File: src/rtl/mem_access_ctrl.sv
// mem_access_ctrl
//   Load/store controller in front of a 512 x 32-bit synchronous RAM with a
//   one-cycle registered read and no byte enables. It turns byte-addressed
//   byte/halfword/word loads and stores into RAM word accesses. Sub-word
//   stores are done as read-modify-write. Misaligned or out-of-range
//   accesses are rejected without any RAM strobe.
//
// Ports
//   clock, resetn            rising-edge clock, async active-low reset
//   req, we, size,           request (sampled only in IDLE), store flag,
//   signedLoad, addr, wdata  size (00 B, 01 H, 10 W, 11 err), sign-extend
//                            flag, byte address, store data (low bits)
//   rdata, done, err, busy   load result (held), completion pulse, reject
//                            flag (valid with done), not-IDLE
//   memRead, memWrite,       RAM strobes, word index, write data
//   ramAddress, ramDataIn
//   ramDataOut               RAM registered read data
module mem_access_ctrl (
    input  logic        clock,
    input  logic        resetn,
    input  logic        req,
    input  logic        we,
    input  logic [1:0]  size,
    input  logic        signedLoad,
    input  logic [31:0] addr,
    input  logic [31:0] wdata,
    output logic [31:0] rdata,
    output logic        done,
    output logic        err,
    output logic        busy,
    output logic        memRead,
    output logic        memWrite,
    output logic [8:0]  ramAddress,
    output logic [31:0] ramDataIn,
    input  logic [31:0] ramDataOut
);

    typedef enum logic [2:0] {
        S_IDLE, S_RD, S_CAP, S_MERGE, S_WR, S_FAULT
    } state_t;

    state_t      state_q, state_d;
    logic        we_q, we_d;
    logic [1:0]  size_q, size_d;
    logic        sgn_q, sgn_d;
    logic [10:0] addr_q, addr_d;
    logic [31:0] wdata_q, wdata_d;
    logic [31:0] merge_q, merge_d;
    logic [31:0] rdata_q, rdata_d;
    logic        done_q, done_d;
    logic        err_q, err_d;

    logic        acc_err;
    logic [7:0]  byte_v;
    logic [15:0] half_v;
    logic [31:0] load_val;
    logic [31:0] merge_val;

    // Rejection is judged on the live request so IDLE can branch to FAULT
    // at the sampling edge; bits above 10 never need to be latched.
    assign acc_err = (|addr[31:11])
                   || (size == 2'b11)
                   || (size == 2'b01 && addr[0])
                   || (size == 2'b10 && addr[1:0] != 2'b00);

    // Lane extraction and lane replacement on the word the RAM returned.
    always_comb begin
        byte_v = ramDataOut[{addr_q[1:0], 3'b000} +: 8];
        half_v = ramDataOut[{addr_q[1], 4'b0000} +: 16];
        case (size_q)
            2'b00:   load_val = {{24{sgn_q & byte_v[7]}}, byte_v};
            2'b01:   load_val = {{16{sgn_q & half_v[15]}}, half_v};
            default: load_val = ramDataOut;
        endcase
        merge_val = ramDataOut;
        if (size_q == 2'b00)
            merge_val[{addr_q[1:0], 3'b000} +: 8] = wdata_q[7:0];
        else
            merge_val[{addr_q[1], 4'b0000} +: 16] = wdata_q[15:0];
    end

    always_comb begin
        state_d = state_q;
        we_d    = we_q;
        size_d  = size_q;
        sgn_d   = sgn_q;
        addr_d  = addr_q;
        wdata_d = wdata_q;
        merge_d = merge_q;
        rdata_d = rdata_q;
        done_d  = 1'b0;
        err_d   = 1'b0;
        case (state_q)
            S_IDLE: begin
                if (req) begin
                    we_d    = we;
                    size_d  = size;
                    sgn_d   = signedLoad;
                    addr_d  = addr[10:0];
                    wdata_d = wdata;
                    if (acc_err)                   state_d = S_FAULT;
                    else if (!we || size != 2'b10) state_d = S_RD;
                    else                           state_d = S_WR;
                end
            end
            S_RD:    state_d = we_q ? S_MERGE : S_CAP;
            S_CAP: begin
                rdata_d = load_val;
                done_d  = 1'b1;
                state_d = S_IDLE;
            end
            S_MERGE: begin
                merge_d = merge_val;
                state_d = S_WR;
            end
            S_WR: begin
                done_d  = 1'b1;
                state_d = S_IDLE;
            end
            S_FAULT: begin
                done_d  = 1'b1;
                err_d   = 1'b1;
                state_d = S_IDLE;
            end
            default: state_d = S_IDLE;
        endcase
    end

    always_ff @(posedge clock or negedge resetn) begin
        if (!resetn) begin
            state_q <= S_IDLE;
            we_q    <= 1'b0;
            size_q  <= 2'b00;
            sgn_q   <= 1'b0;
            addr_q  <= '0;
            wdata_q <= '0;
            merge_q <= '0;
            rdata_q <= '0;
            done_q  <= 1'b0;
            err_q   <= 1'b0;
        end else begin
            state_q <= state_d;
            we_q    <= we_d;
            size_q  <= size_d;
            sgn_q   <= sgn_d;
            addr_q  <= addr_d;
            wdata_q <= wdata_d;
            merge_q <= merge_d;
            rdata_q <= rdata_d;
            done_q  <= done_d;
            err_q   <= err_d;
        end
    end

    // RAM strobes decode straight from state so an async reset drops them
    // immediately.
    assign busy       = (state_q != S_IDLE);
    assign memRead    = (state_q == S_RD);
    assign memWrite   = (state_q == S_WR);
    assign ramAddress = (state_q == S_RD || state_q == S_WR) ? addr_q[10:2] : 9'd0;
    // Word stores skip MERGE, so they write the latched data directly.
    assign ramDataIn  = (state_q != S_WR)  ? 32'd0 :
                        (size_q == 2'b10)  ? wdata_q : merge_q;
    assign rdata      = rdata_q;
    assign done       = done_q;
    assign err        = err_q;

endmodule
File: config.mk
export PLATFORM = sky130hd
export DESIGN_NAME = mem_access_ctrl
export DESIGN_NICKNAME = d
export VERILOG_FILES = /design/src/rtl/mem_access_ctrl.sv
export SDC_FILE = /design/constraint.sdc
export NUM_CORES = 1
export LEC_CHECK = 0
export CORE_MARGIN = 2
export CORE_UTILIZATION = 25
export CTS_BUF_LIST = sky130_fd_sc_hd__clkbuf_4 sky130_fd_sc_hd__clkbuf_8
export DETAILED_ROUTE_END_ITERATION = 10
export GPL_TIMING_DRIVEN = 0
export HOLD_SLACK_MARGIN = 0.05
export SKIP_LAST_GASP = 1
export SLEW_MARGIN = 30
export SYNTH_ARGS = -nofsm -noshare
export SYNTH_HDL_FRONTEND = slang
export SYNTH_SLANG_ARGS = --single-unit
File: constraint.sdc
create_clock -name clock -period 4.7 [get_ports clock]
set_input_delay 0.94 -clock clock [delete_from_list [all_inputs] [get_ports clock]]
set_output_delay 0.94 -clock clock [all_outputs]
set_load 0.005 [all_outputs]
======== After elaboration in Yosys (flattened, before gate mapping) ========
Index checks and enable logic that the tools add are counted.
word-level totals
  bits in registers ....................... 116
  bits in latches ......................... 0
  memory bits (writable) .................. 0
  ROM bits ................................ 0
  input bits .............................. 103
  output and inout bits ................... 78
  word-level logic and storage cells ...... 62
  memories kept ........................... 0
cells by class
  $add $sub $neg .......................... 2
  multiply operators ...................... 0
  div/mod/pow operators ................... 0
  magnitude comparators ................... 0
  eq/ne operators ......................... 13
  shift-type cells ........................ 6
  multiplexer cells ....................... 14
  bitwise operators ....................... 2
  reductions and logical operators ........ 15
operators by type and width
  kind                                                    number
  two-way mux 32 bit                                      3
  bitwise mux 32 bit                                      2
  case mux 32 bit (2 select lines)                        1
  variable shift 16 x 7 -> 32 bit (first input constant)  1
  variable shift 8 x 7 -> 32 bit (first input constant)   1
  variable part select 16 x 7 -> 32 bit                   1
  variable part select 32 x 6 -> 16 bit                   1
  variable part select 32 x 6 -> 8 bit                    1
  variable part select 8 x 7 -> 32 bit                    1
  OR reduction 21 bit                                     1
  negation 5 -> 7 bit                                     2
  two-way mux 3 bit                                       3
  two-way mux 9 bit                                       1
  case mux 3 bit (3 select lines)                         1
  equality test 2 bit (second input constant)             3
  equality test 3 x 2 -> 1 bit (second input constant)    2
  equality test 3 bit (second input constant)             2
  logical OR 1 bit                                        5
  equality test 2 x 1 -> 1 bit (second input constant)    2
  inequality test 2 bit (second input constant)           2
  equality test 3 x 1 -> 1 bit (second input constant)    1
  zero test 3 bit                                         1
  two-way mux 1 bit                                       3
  inequality test 3 bit (second input constant)           1
  8 further kinds                                         10

======== Logic depth before layout (Yosys ltp) ========
Gate-level depths: netlist of run 1.
  word-level depth ........................ 7
  gate-level depth with buffers ........... 8
  gate-level depth less buffers ........... 6

======== Least setup slack after synthesis of run 1 ========
OpenSTA, ideal clock, no wires.
  kind .................................... reg2out
  from .................................... reg state_q[2]
  to ...................................... out ramDataIn[22]
  data arrival time ....................... 1376 ps
  required time ........................... 3760 ps
  path slack .............................. 2384 ps
  cell stages (with the launch flop) ...... 7
  cell sequence ........................... dfrtp_1 > buf_2 > inv_2 > or3_1 > clkbuf_1 > clkbuf_1 > a21oi_1
on the way
  word-level cells in the longest chain between the ends .. 2
ends and longest elaborated chain
  element                 RTL line  RTL
  from (decl)             42        state_t state_q, state_d;
  from (signal assigned)  142       state_q <= state_d;
  inequality test 3 bit   162       assign ramDataIn = (state_q != S_WR) ? 32'd0 :
  two-way mux 32 bit      162
  to (decl)               34        output logic [31:0] ramDataIn,
Every way passes these cells.

======== Worst setup path after layout of run 1 ========
  from .................................... reg size_q[1]
  to ...................................... out ramDataIn[10]
on the way
  word-level cells in the longest chain between the ends .. 3
ends and longest elaborated chain
  element                 RTL line  RTL
  from (decl)             44        logic [1:0] size_q, size_d;
  from (signal assigned)  144       size_q <= size_d;
  equality test 2 bit     163       (size_q == 2'b10) ? wdata_q : merge_q;
  two-way mux 32 bit      163
  two-way mux 32 bit      162
Every way passes these cells.

==> results of run 1 <==
[final timing paths]
kind | endpoint | slack [ns] | cells after the start
worst max-delay path | ramDataIn[10] | 0.62 | 7
worst min-delay path | wdata_q[30] | 0.35 | 1
worst max register to register | merge_q[9] | 2.11 | 8
worst min register to register | merge_q[3] | 0.49 | 2
max in group asynchronous | addr_q[0] | 3.65 | 2
min in group clock | merge_q[3] | 0.49 | 2
[cell usage in the layout (no fill, tap or decap), drive strengths merged, types with 2 or more instances in the layout]
cell type,Yosys,final
o2111ai,2,2
o21a,2,2
bufinv,0,2
clkinvlp,0,3
nand2b,3,3
o21ai,38,38
nand3,34,34
a22oi,17,17
a222oi,7,7
clkdlybuf4s50,0,179
or3,3,3
nor2,15,15
and2,10,10
a221o,16,16
clkinv,2,7
nand2,110,110
buf,17,19
a22o,31,31
nor4,5,5
a21oi,51,51
dfrtp,116,116
clkbuf,29,50
mux2,53,53
nand3b,2,2
a221oi,8,8
inv,7,7
ha,5,5
nor3,9,9
mux2i,18,18
[kinds of logic (layout without fill, tap and decap cells)]
family | after synthesis | count (layout) | share of synthesized area (%)
AND/OR/NAND/NOR | 195 | 195 | 14.5
AO/OA/AOI/OAI | 177 | 177 | 20.5
flip-flops | 116 | 116 | 47.3
multiplexers | 71 | 71 | 12.7
buffers and inverters | 55 | 267 | 3.89
adder cells (fa/ha/maj) | 5 | 5 | 1.02
XOR/XNOR | 1 | 1 | 0.143
[routing by layer]
layer	wire, um	share of wire (%)
met3	1890	8.3
met2	10400	46
met5	0	0
met4	544	2.4
met1	9970	44
[registers in the layout (all words and copies together), names as in the netlist, 2 cells and up]
signal and count:
merge_q 32, rdata 32, wdata_q 32, addr_q 11
state_q 3, size_q 2
[power by group through the flow]
stage	Combinational (mW)	Clock (mW)	Sequential [mW]
detailed placement	2.74	0	1.89
global placement	2.73	0	1.87
CTS	2.76	0.964	1.87
finish	2.76	0.938	1.87
global route	3.03	1.01	1.94
floorplan	1.68	0	1.75
[layout make-up]
type | instances | area share [%]
well taps | 324 | 4.62
clock inverters | 10 | 1.23
flip-flops and latches | 116 | 33.1
multi-input cells | 449 | 34.2
clock buffers | 21 | 3.15
inverters | 9 | 0.385
plain buffers | 46 | 2.34
repair buffers | 181 | 20.9
[through the flow]
stage / setup TNS, ns / area, um^2 / std cells
floorplan: 0 / 6140 / 620
global placement: -254.14 / 8350 / 1124
detailed placement: 0 / 8380 / 1125
CTS: 0 / 8770 / 1156
global route: 0 / 8770 / 1156
finish: 0 / 8770 / 1156
==> results by stage, run 1 <==
STA:
- Setup repair after global routing left no endpoint under its margin.
- The largest clock skew in the final design is 0.0209 ns.
- The final count of pins violating max slew came to 0.
- For this run, the top clock speed supported by timing is 245 MHz.
- For the pin with the worst max-slew slack, the measured transition is roughly 0.76 ns.
- The worst path needs roughly 4.1 ns of the cycle, external delays included.
- The normalized max-slew margin is between 40% and 50%.
- The final worst-path cycle share is 86.9%.
- The final hold violation count is 0.
- Setup violations remaining at the end of the flow were counted as 0.
- The worst hold-check slack is 0.352 ns.
- After layout, the worst setup slack is 0.618 ns.

Yosys:
- The proportion of register bits with asynchronous set or reset after synthesis is 100%.
- The mean instance size in the synthesized netlist is slightly below 10 um^2.
- The Yosys step of the flow raised 0 warnings.
- dfrtp_1 is the most common cell in the netlist.
- The post-synthesis cell type with the largest combined area is dfrtp_1.
- After synthesis, the largest area contributor takes up between 40% and 50% of total cell area.
- The most instantiated flip-flop cell in the synthesis netlist is dfrtp_1.
- The post-synth design cell area is ~6000 um^2.
- The synthesized flop and latch total is 116.
- The distinct cell type count after synthesis is 44.
- Sequential cells were found to cover about 47% of the synthesized design area.
- The count of flip-flops with a built-in enable after synthesis is 0.
- By area the synthesized netlist is led by dfrtp_1, mux2_2, nand2_1.
- The post-synthesis net count is 728.
- The commonest cells after synthesis are dfrtp_1, nand2_1, mux2_2, a21oi_1, nand3_1.
- Synthesis produced a netlist whose cell count is 620.

Worst setup path:
- The worst register-to-register path begins at addr_q[1].
- The launch point of the worst path is size_q[1].
- On the critical path, the stage with the largest delay is an instance of nor2_1.
- The largest single stage delay on the critical path is ~0.59 ns.
- STA classifies the critical path startpoint as a register.
- The data arrival at the endpoint of the critical path is 3.14 ns.
- The critical path contains buffers and inverters numbering 4 combined.
- The maximum fanout encountered on the critical timing path is 10.
- The top cell family by delay on the critical path is buffers and inverters.
- The data required time of the critical path is around 3.8 ns.
- STA classifies the critical path endpoint as an output pin.
- The setup path with the least slack is of type reg2out.
- The signal on the critical path passes through buf_2, inv_1, nor2_1, clkbuf_1, nand2_1, a21oi_1, clkdlybuf4s50_1.

GRT:
- The number of global-route vias before repair is 5635.
- Global routing finished with a remaining overflow of 0.
- The global-route total usage across every layer is 17.7%.
- The routing usage on met2 is 27.4%.
- The number of antenna violations at the first check in global routing is 0.
- The busiest layer in global routing is met2.
- The first global-routing pass estimated 34400 um of wire.
- The fraction of met1 tracks used by global routing is about a quarter.
- The maximum number of pins on one net before global-route repair is 83.
- In the global route stage, met3 resource usage came out at around 5.5%.

Placed design:
- The congestion estimate from routability-driven global placement came to 0.858.
- Prior to clock tree synthesis, the placed netlist has a worst setup slack of between 1 and 1.5 ns.
- Buffers placed on the I/O ports in this run total 180.
- The wire-length estimate of the detail-placed layout is 16900 um.

Finish:
- The area used by sequential logic in the layout is 2900 um^2.
- The multi-input combinational cells in the finished layout cover a total of roughly 3000 um^2.
- The share of layout cells above drive strength 1 is a little over an eighth.
- The relative area change from synthesis to final layout is 42.7%.
- The net count of the finished layout is between 900 and 1000.
- The post-layout utilization of the core is 36.2%.
- The fill cell total of the finished layout is 2502.
- The repair_antennas step left the layout with diodes totalling 0.

Floorplan:
- The I/O pin total is between 150 and 200.
- Measured along the y axis, the die boundary spans 161 um.
- The die is ~160 um wide.
- The starting utilization of the core area is 25.3%.
- The standard-cell row count is 57.
- The total area inside the core boundary comes to 24200 um^2.
- The area of the die is roughly 26000 um^2.

Pwr:
- The internal cell power is 3.33 mW.
- The sequential cell fraction of total power is 33.6%.
- The switching part of the total is around two fifths.
- The static leakage power is 3.53 nW.
- In this run the power density over the cells is about 640 nW/um^2.
- The share of total power dissipated in combinational logic is 49.6%.
- The completed layout was analyzed and its total power is 5.57 mW.
- The reported net switching power is 2.24 mW.
- The share of power burned in the clock network is about 17%.
- The worst IR drop on VDD is 0.000196 V.

Job:
- The max capacitance violation total is 0.

Clock network:
- After clock tree synthesis, the repair step resized 0 gates.
- In this run the clock root is driven by a clkbuf_8.
- For this design, the CTS-stage hold fixing added 0 buffers.
- CTS saw 116 sinks.
- The clock passes through at most 2 buffers.
- TritonCTS built the clock tree.
- The depth of the CTS H-tree is 4.
- Clock-pin slew was measured on the worst setup and hold paths at 0.07 ns.
- The number of buffers inserted during clock tree synthesis is 17.
- The later pin in the worst-skew pair is clocked with a latency of 0.46 ns.
- The number of setup buffers added after CTS is 0.

Routing:
- The remaining antenna violation count after routing is 0.
- The average via count per standard cell is 5.01.
- The average wire per cell in the routed design is 19.7 um.
- Summed over all layers, the routed wires come to 22800 um.
- After detailed routing, the number of remaining DRC violations is 0.
- In this run, the number of DRC markers left after iteration 0 of detailed routing was 566.
- The first TritonRoute pass finished after 8 iterations.
- The routed layout has 5795 vias.

Worst hold path:
- The worst hold path class is in2async.

Run status:
- The run finished with clean final reports.
(Power assumes the default switching activity.)
==> run 2: changes to the inputs <==
--- a/config.mk
+++ b/config.mk
@@ -12,7 +12,7 @@
 export GPL_TIMING_DRIVEN = 0
 export HOLD_SLACK_MARGIN = 0.05
 export SKIP_LAST_GASP = 1
-export SLEW_MARGIN = 30
+export SLEW_MARGIN = 20
 export SYNTH_ARGS = -nofsm -noshare
 export SYNTH_HDL_FRONTEND = slang
 export SYNTH_SLANG_ARGS = --single-unit
==> run 2 against run 1 <==
- register-to-register slack about the same
- core utilization rose by 0.093 points
- worst setup slack improved by 0.097 ns
- clock skew is 0.0066 ns lower
- worst hold slack lost 0.018 ns
- sequential power about the same
- largest cell class unchanged
- cell area up 0.26%
- global-route usage about the same
==> results by stage, run 2 (synthesis results as in run 1) <==
Run status:
- Outcome: complete, no violations (unchanged).

GRT:
- The routing usage on met2 is 27.2% (was 27.4%).
- The busiest layer in global routing was met2 (unchanged).
- The number of antenna violations at the first check in global routing is 0 (unchanged).
- The first-pass GRT wire length came to 34300 um (was 34400 um).
- The met3 track utilization from global routing is 5.11% (was 5.53%).
- The global-route total usage across every layer came to 17.6% (was 17.7%).
- The maximum number of pins on one net before global-route repair is 55 (was 83).
- The fraction of met1 tracks used by global routing came to 23.8% (was 23.6%).
- The number of global-route vias before repair was 5638 (was 5635).
- The leftover overflow at the end of global routing was 0 (unchanged).

Pwr:
- The reported net switching power was 2.21 mW (was 2.24 mW).
- The switching part of the total came to 39.9% (was 40.2%).
- The combinational power share came to 49.6% (about the same).
- The worst IR drop on VDD came to 0.000199 V (was 0.000196 V).
- The internal cell power is 3.33 mW (about the same).
- The share of power burned in the clock network is 16.6% (was 16.8%).
- The power density normalized to cell area is 631 nW/um^2 (was 636 nW/um^2).
- The static leakage power is 3.54 nW (was 3.53 nW).
- The sequential cell fraction of total power came to 33.8% (was 33.6%).

Floorplan:
- The vertical die dimension is 161 um (unchanged).
- The area of the die is 25800 um^2 (unchanged).
- The standard-cell row count is 57 (unchanged).
- The core area is 24200 um^2 (unchanged).
- The I/O pin total is 181 (unchanged).
- The starting utilization of the core area is 25.3% (unchanged).
- The horizontal die dimension is 161 um (unchanged).

Finish:
- The relative area change from synthesis to final layout is 43.1% (was 42.7%).
- The count of antenna diodes in the layout is 0 (unchanged).
- The number of nets at the end of the flow was 929 (was 928).
- The post-layout utilization of the core is 36.2% (about the same).
- The most common library cell in the layout ignoring fill and taps is clkdlybuf4s50_1 (unchanged).
- Commonest cells after routing, fill and taps aside: clkdlybuf4s50_1, dfrtp_1, nand2_1, mux2_2, a21oi_1 (unchanged).
- The fill cell total of the finished layout is 2514 (was 2502).
- The share of layout cells above drive strength 1 is 13.7% (unchanged).
- The number of non-filler instances in the completed layout is 1156 (unchanged).

STA:
- Setup repair after global routing missed its margin: false (unchanged).
- The slew at the pin with the worst max-slew slack came to 0.696 ns (was 0.757 ns).
- The largest clock skew in the final design is 0.0143 ns (was 0.0209 ns).
- The final number of setup-violating endpoints was 0 (unchanged).
- The final count of pins violating max slew was 0 (unchanged).
- The normalized max-slew margin is 52.3% (was 49.3%).
- The fmax is 251 MHz (was 245 MHz).
- The post-route minimum period came to 3.98 ns (was 4.08 ns).
- The worst hold-check slack is 0.334 ns (was 0.352 ns).
- The final worst-path cycle share came to 84.8% (was 86.9%).
- The final hold violation count is 0 (unchanged).

Routing:
- The remaining antenna violation count after routing is 0 (unchanged).
- The number of DRC markers after the initial detailed-route iteration is 564 (was 566).
- The total number of vias was 5779 (was 5795).
- The number of optimization iterations in the first detailed-route pass is 5 (was 8).
- The average via count per standard cell is 5.00 (was 5.01).
- The total DRC errors in the routed layout is 0 (unchanged).
- The average wire per cell in the routed design is 19.5 um (was 19.7 um).
- The wire length reported by the detailed router is 22600 um (was 22800 um).

Clock network:
- The cell chosen for the clock root is clkbuf_8 (unchanged).
- The number of buffers inserted during clock tree synthesis is 17 (unchanged).
- The total of hold buffers inserted after clock tree synthesis was 0 (unchanged).
- The number of clock sinks is 116 (unchanged).
- The post-cts resize count came to 0 (unchanged).
- The clock-pin slew of the registers on the worst-case setup and hold paths is 0.07 ns (about the same).
- The number of buffers on the longest clock path is 2 (unchanged).
- The TritonCTS clock tree is done (unchanged).
- The depth of the CTS H-tree was 4 (unchanged).
- The clock latency on the worst-skew pair came to 0.45 ns (was 0.46 ns).
- The number of setup buffers added after CTS is 0 (unchanged).

Placed design:
- The number of I/O port buffers is 180 (unchanged).
- The final weighted congestion in routability-driven placement was 0.858 (unchanged).
- The instance count after placement with tap cells included was 1126 (was 1125).
- The estimated wirelength of the detail-placed design was 17000 um (was 16900 um).

Worst setup path:
- The maximum fanout encountered on the critical timing path came to 10 (unchanged).
- The type of element launching the critical path is a register (unchanged).
- The delay of the slowest cell on the worst path was 0.56 ns (was 0.59 ns).
- The kind of capture point of the worst setup path is an output pin (unchanged).
- The data arrival at the endpoint of the critical path is 3.04 ns (was 3.14 ns).
- The critical path class is reg2out (unchanged).
- Crit-path cells: buf_2, inv_1, nor2_1, clkbuf_1, nand2_1, a21oi_1, clkdlybuf4s50_1 (unchanged).
- The data required time of the critical path is 3.76 ns (about the same).
- The slowest cell on the critical path is clkdlybuf4s50_1 (was nor2_1).

Job:
- The max capacitance violation total was 0 (unchanged).

Worst hold path:
- The worst hold path class is in2async (unchanged).
==> run 2: cell count changes in the layout (fill, tap and decap cells not counted), sizes merged <==
| cell | change |
|---|---|
| buf | +1 |
| clkbuf | -1 |
==> run 2: layout make-up <==
| cell class | instances | area [um^2] | share of cell area [%] |
|---|---|---|---|
| multi-input combinational | 449 | 3000 | 34.1 |
| sequential | 116 | 2900 | 33.0 |
| timing repair buffer | 182 | 1860 | 21.1 |
| tap | 324 | 405 | 4.61 |
| clock buffer | 20 | 275 | 3.13 |
| buffer | 46 | 205 | 2.33 |
| clock inverter | 10 | 108 | 1.22 |
| inverter | 9 | 33.8 | 0.384 |
==> run 2: layer usage <==
metal / vias to the layer above / share of wire [%] / routed length [um]
li1: 2676 / - / -
met1: 2818 / 44 / 9830
met2: 258 / 46 / 10400
met3: 27 / 8.1 / 1830
met4: 0 / 2.2 / 496
met5: - / 0 / 0
==> run 2: worst max-delay path, delay by kind of cell (launching register included) <==
kind	cells	cell delay (ns)
buffers and inverters	4	1.32
AND/OR/NAND/NOR	2	0.61
flip-flops	1	0.40
AO/OA/AOI/OAI	1	0.27
==> run 2: final timing paths <==
path	start	endpoint	slack [ns]	cells after the start
hold / removal	resetn	wdata_q[27]	0.33	1
setup / recovery	size_q[1]	ramDataIn[8]	0.72	7
setup reg to reg	addr_q[1]	merge_q[12]	2.12	8
max in group asynchronous	resetn	rdata[2]	3.54	3
hold reg to reg	merge_q[16]	merge_q[16]	0.49	2
min in group clock	merge_q[16]	merge_q[16]	0.49	2
==> run 2: stage by stage <==
step	instance area [um^2]	power (mW)	setup WS (ns)	setup TNS, ns
floorplan	6140	3.43	2.38	0
global placement	8350	4.60	-2.21	-254.14
detailed placement	8410	4.63	1.26	0
CTS	8790	5.58	0.769	0
global route	8790	5.96	0.554	0
finish	8790	5.55	0.715	0
==> run 2: power by group through the flow <==
stage               Combinational (mW)  Clock, mW  Sequential (mW)
finish                            2.75      0.920             1.87
floorplan                         1.68          0             1.75
global placement                  2.73          0             1.87
detailed placement                2.75          0             1.89
global route                      3.03      0.990             1.94
CTS                               2.76      0.943             1.87
==> run 3: changes to the inputs <==
==> constraint.sdc (replaced) <==
create_clock -name clock -period 3.65 [get_ports clock]
set_input_delay 0.73 -clock clock [delete_from_list [all_inputs] [get_ports clock]]
set_output_delay 0.73 -clock clock [all_outputs]
set_load 0.005 [all_outputs]
==> run 3 against run 2 <==
- clock power grew 28%
- routed wire length shrank 0.17%
- worst hold slack lost 0.21 ns
- global-route usage is the same
- non-clock buffer count shrank 1
- critical path depth shrank 1
- cell count is essentially flat
- critical path type unchanged
==> results by stage, run 3 (synthesis results as in run 1) <==
GRT:
- The number of antenna violations at the first check in global routing is 0 (unchanged).
- The global-route total usage across every layer came to 17.6% (unchanged).
- The first-pass GRT wire length came to 34300 um (unchanged).
- The number of global-route vias before repair is 5638 (unchanged).
- The maximum number of pins on one net before global-route repair came to 55 (unchanged).
- The leftover overflow at the end of global routing came to 0 (unchanged).

Clock network:
- The clock-pin slew of the registers on the worst-case setup and hold paths is 0.07 ns (about the same).
- The number of setup buffers added after CTS came to 0 (unchanged).
- The cell chosen for the clock root is clkbuf_8 (unchanged).
- The number of clock sinks is 116 (unchanged).
- The TritonCTS clock tree is done (unchanged).
- The depth of the CTS H-tree was 4 (unchanged).
- The number of buffers inserted during clock tree synthesis was 17 (unchanged).
- The clock latency on the worst-skew pair is 0.45 ns (about the same).
- The total of hold buffers inserted after clock tree synthesis came to 0 (unchanged).
- The number of buffers on the longest clock path is 2 (unchanged).

Worst setup path:
- The setup slack on the worst flop-to-flop path is 1.08 ns (was 2.12 ns).
- The kind of capture point of the worst setup path is an output pin (unchanged).
- The type of element launching the critical path is a register (unchanged).
- The end of the worst register-to-register path is merge_q[12] (unchanged).
- The data arrival at the endpoint of the critical path is 2.75 ns (was 3.04 ns).
- The path depth of the worst reg2reg path is 8 (unchanged).
- The beginning of the worst register-to-register path is addr_q[1] (unchanged).
- The launch point of the worst path was state_q[2] (was size_q[1]).
- The data required time of the critical path came to 2.92 ns (was 3.76 ns).
- The critical path class was reg2out (unchanged).
- The maximum fanout encountered on the critical timing path is 10 (unchanged).

Finish:
- The number of non-filler instances in the completed layout was 1155 (was 1156).
- The post-layout utilization of the core was 36.3% (was 36.2%).
- The share of layout cells above drive strength 1 is 14.3% (was 13.7%).
- The most common library cell in the layout ignoring fill and taps is clkdlybuf4s50_1 (unchanged).
- The count of antenna diodes in the layout was 0 (unchanged).
- The number of nets at the end of the flow is 928 (was 929).
- Commonest cells after routing, fill and taps aside: clkdlybuf4s50_1, dfrtp_1, nand2_1, mux2_2, a21oi_1 (unchanged).
- The relative area change from synthesis to final layout is 43.2% (was 43.1%).
- The fill cell total of the finished layout is 2510 (was 2514).

Placed design:
- The instance count after placement with tap cells included is 1126 (unchanged).
- The worst setup slack before clock tree synthesis is 0.422 ns (was 1.26 ns).
- The final weighted congestion in routability-driven placement came to 0.858 (unchanged).
- The estimated wirelength of the detail-placed design is 17000 um (unchanged).
- The number of I/O port buffers came to 180 (unchanged).

Routing:
- The wire length reported by the detailed router is 22500 um (was 22600 um).
- The total DRC errors in the routed layout is 0 (unchanged).
- The remaining antenna violation count after routing is 0 (unchanged).
- The average via count per standard cell came to 4.99 (was 5.00).
- The number of optimization iterations in the first detailed-route pass is 6 (was 5).
- The total number of vias is 5758 (was 5779).
- The number of DRC markers after the initial detailed-route iteration came to 514 (was 564).
- The average wire per cell in the routed design is 19.5 um (about the same).

STA:
- The worst setup margin is 0.169 ns (was 0.715 ns).
- The fmax is 287 MHz.
- The final setup TNS is 0 ns (unchanged).
- The slew at the pin with the worst max-slew slack is 0.690 ns (was 0.696 ns).
- The final hold violation count is 0 (unchanged).
- The post-route minimum period is 3.48 ns.
- Setup repair after global routing missed its margin: false (unchanged).
- The largest clock skew in the final design came to 0.0119 ns (was 0.0143 ns).
- The final count of pins violating max slew is 0 (unchanged).
- The final number of setup-violating endpoints is 0 (unchanged).
- The normalized max-slew margin came to 52.7% (was 52.3%).
- The final worst-path cycle share is a little over nine tenths.

Run status:
- Outcome: complete, no violations (unchanged).

Worst hold path:
- The worst hold path class is in2async (unchanged).

Floorplan:
- The horizontal die dimension was 161 um (unchanged).
- The area of the die is 25800 um^2 (unchanged).
- The vertical die dimension was 161 um (unchanged).
- The I/O pin total is 181 (unchanged).
- The starting utilization of the core area is 25.3% (unchanged).
- The core area is 24200 um^2 (unchanged).
- The standard-cell row count is 57 (unchanged).

Pwr:
- The worst IR drop on VDD is 0.000256 V (was 0.000199 V).
- The power density normalized to cell area is 813 nW/um^2 (was 631 nW/um^2).
- The static leakage power came to 3.55 nW (was 3.54 nW).

Job:
- The max capacitance violation total is 0 (unchanged).
## run 3: cell types whose count changed in the layout (fill, tap and decap cells not counted)
cell,delta
nor2_2,+1
buf_2,+1
clkbuf_2,+2
a21oi_1,-1
nor2_1,-1
a21oi_2,+1
clkbuf_1,-4
## run 3: area by class of cell
type / count / area (um^2) / area share (%)
Inverter: 9 / 33.8 / 0.384
Clock inverter: 10 / 108 / 1.22
Buffer: 45 / 205 / 2.33
Sequential cell: 116 / 2900 / 33.0
Tap cell: 324 / 405 / 4.61
Multi-Input combinational cell: 449 / 3010 / 34.2
Timing Repair Buffer: 182 / 1860 / 21.1
Clock buffer: 20 / 275 / 3.13
## run 3: per-stage QoR
step / total power [mW] / instance area [um^2] / hold WS (ns)
final: 7.15 / 8790 / 0.121
after global routing: 7.68 / 8790 / 0.116
after CTS: 7.19 / 8790 / 0.107
after detailed placement: 5.97 / 8410 / 0.470
after global placement: 5.92 / 8350 / 0.465
after floorplan: 4.41 / 6140 / 0.434
## run 3: report_power, final
group	total [mW]	switching, mW	leakage [nW]	internal (mW)
logic	3.55	1.81	1.95	1.74
registers	2.41	0.504	1.41	1.91
clock network	1.18	0.537	0.192	0.646
total	7.15	2.85	3.55	4.30
## run 3: how the worst max path moves through the flow
| stage | cells after the start | to |
|---|---|---|
| floorplan | 6 | ramDataIn[22] |
| global placement | 1 | rdata[19] |
| detailed placement | 7 | ramDataIn[9] |
| CTS | 7 | ramDataIn[8] |
| global route | 7 | ramDataIn[26] |
| finish | 6 | ramDataIn[10] |
## run 3: timing repair
action                     4_1_cts  5_1_grt
resized for setup                1        8
gates cloned                     0        0
setup endpoints to repair        7       16
## run 3: worst max-delay path, cell delays in order (launching register included)
cell,delay [ns]
dfrtp_1,0.32
buf_2,0.20
inv_2,0.08
or3_1,0.57
buf_2,0.29
a21oi_1,0.29
clkdlybuf4s50_1,0.57
## run 3: per-layer routing
metal	global-route usage [%]	vias up	part of all wire, %
met2	27.2	242	46
met3	5.11	32	8.1
met4	5.68	0	2.2
met1	23.8	2808	44
met5	0	-	0
li1	-	2676	-
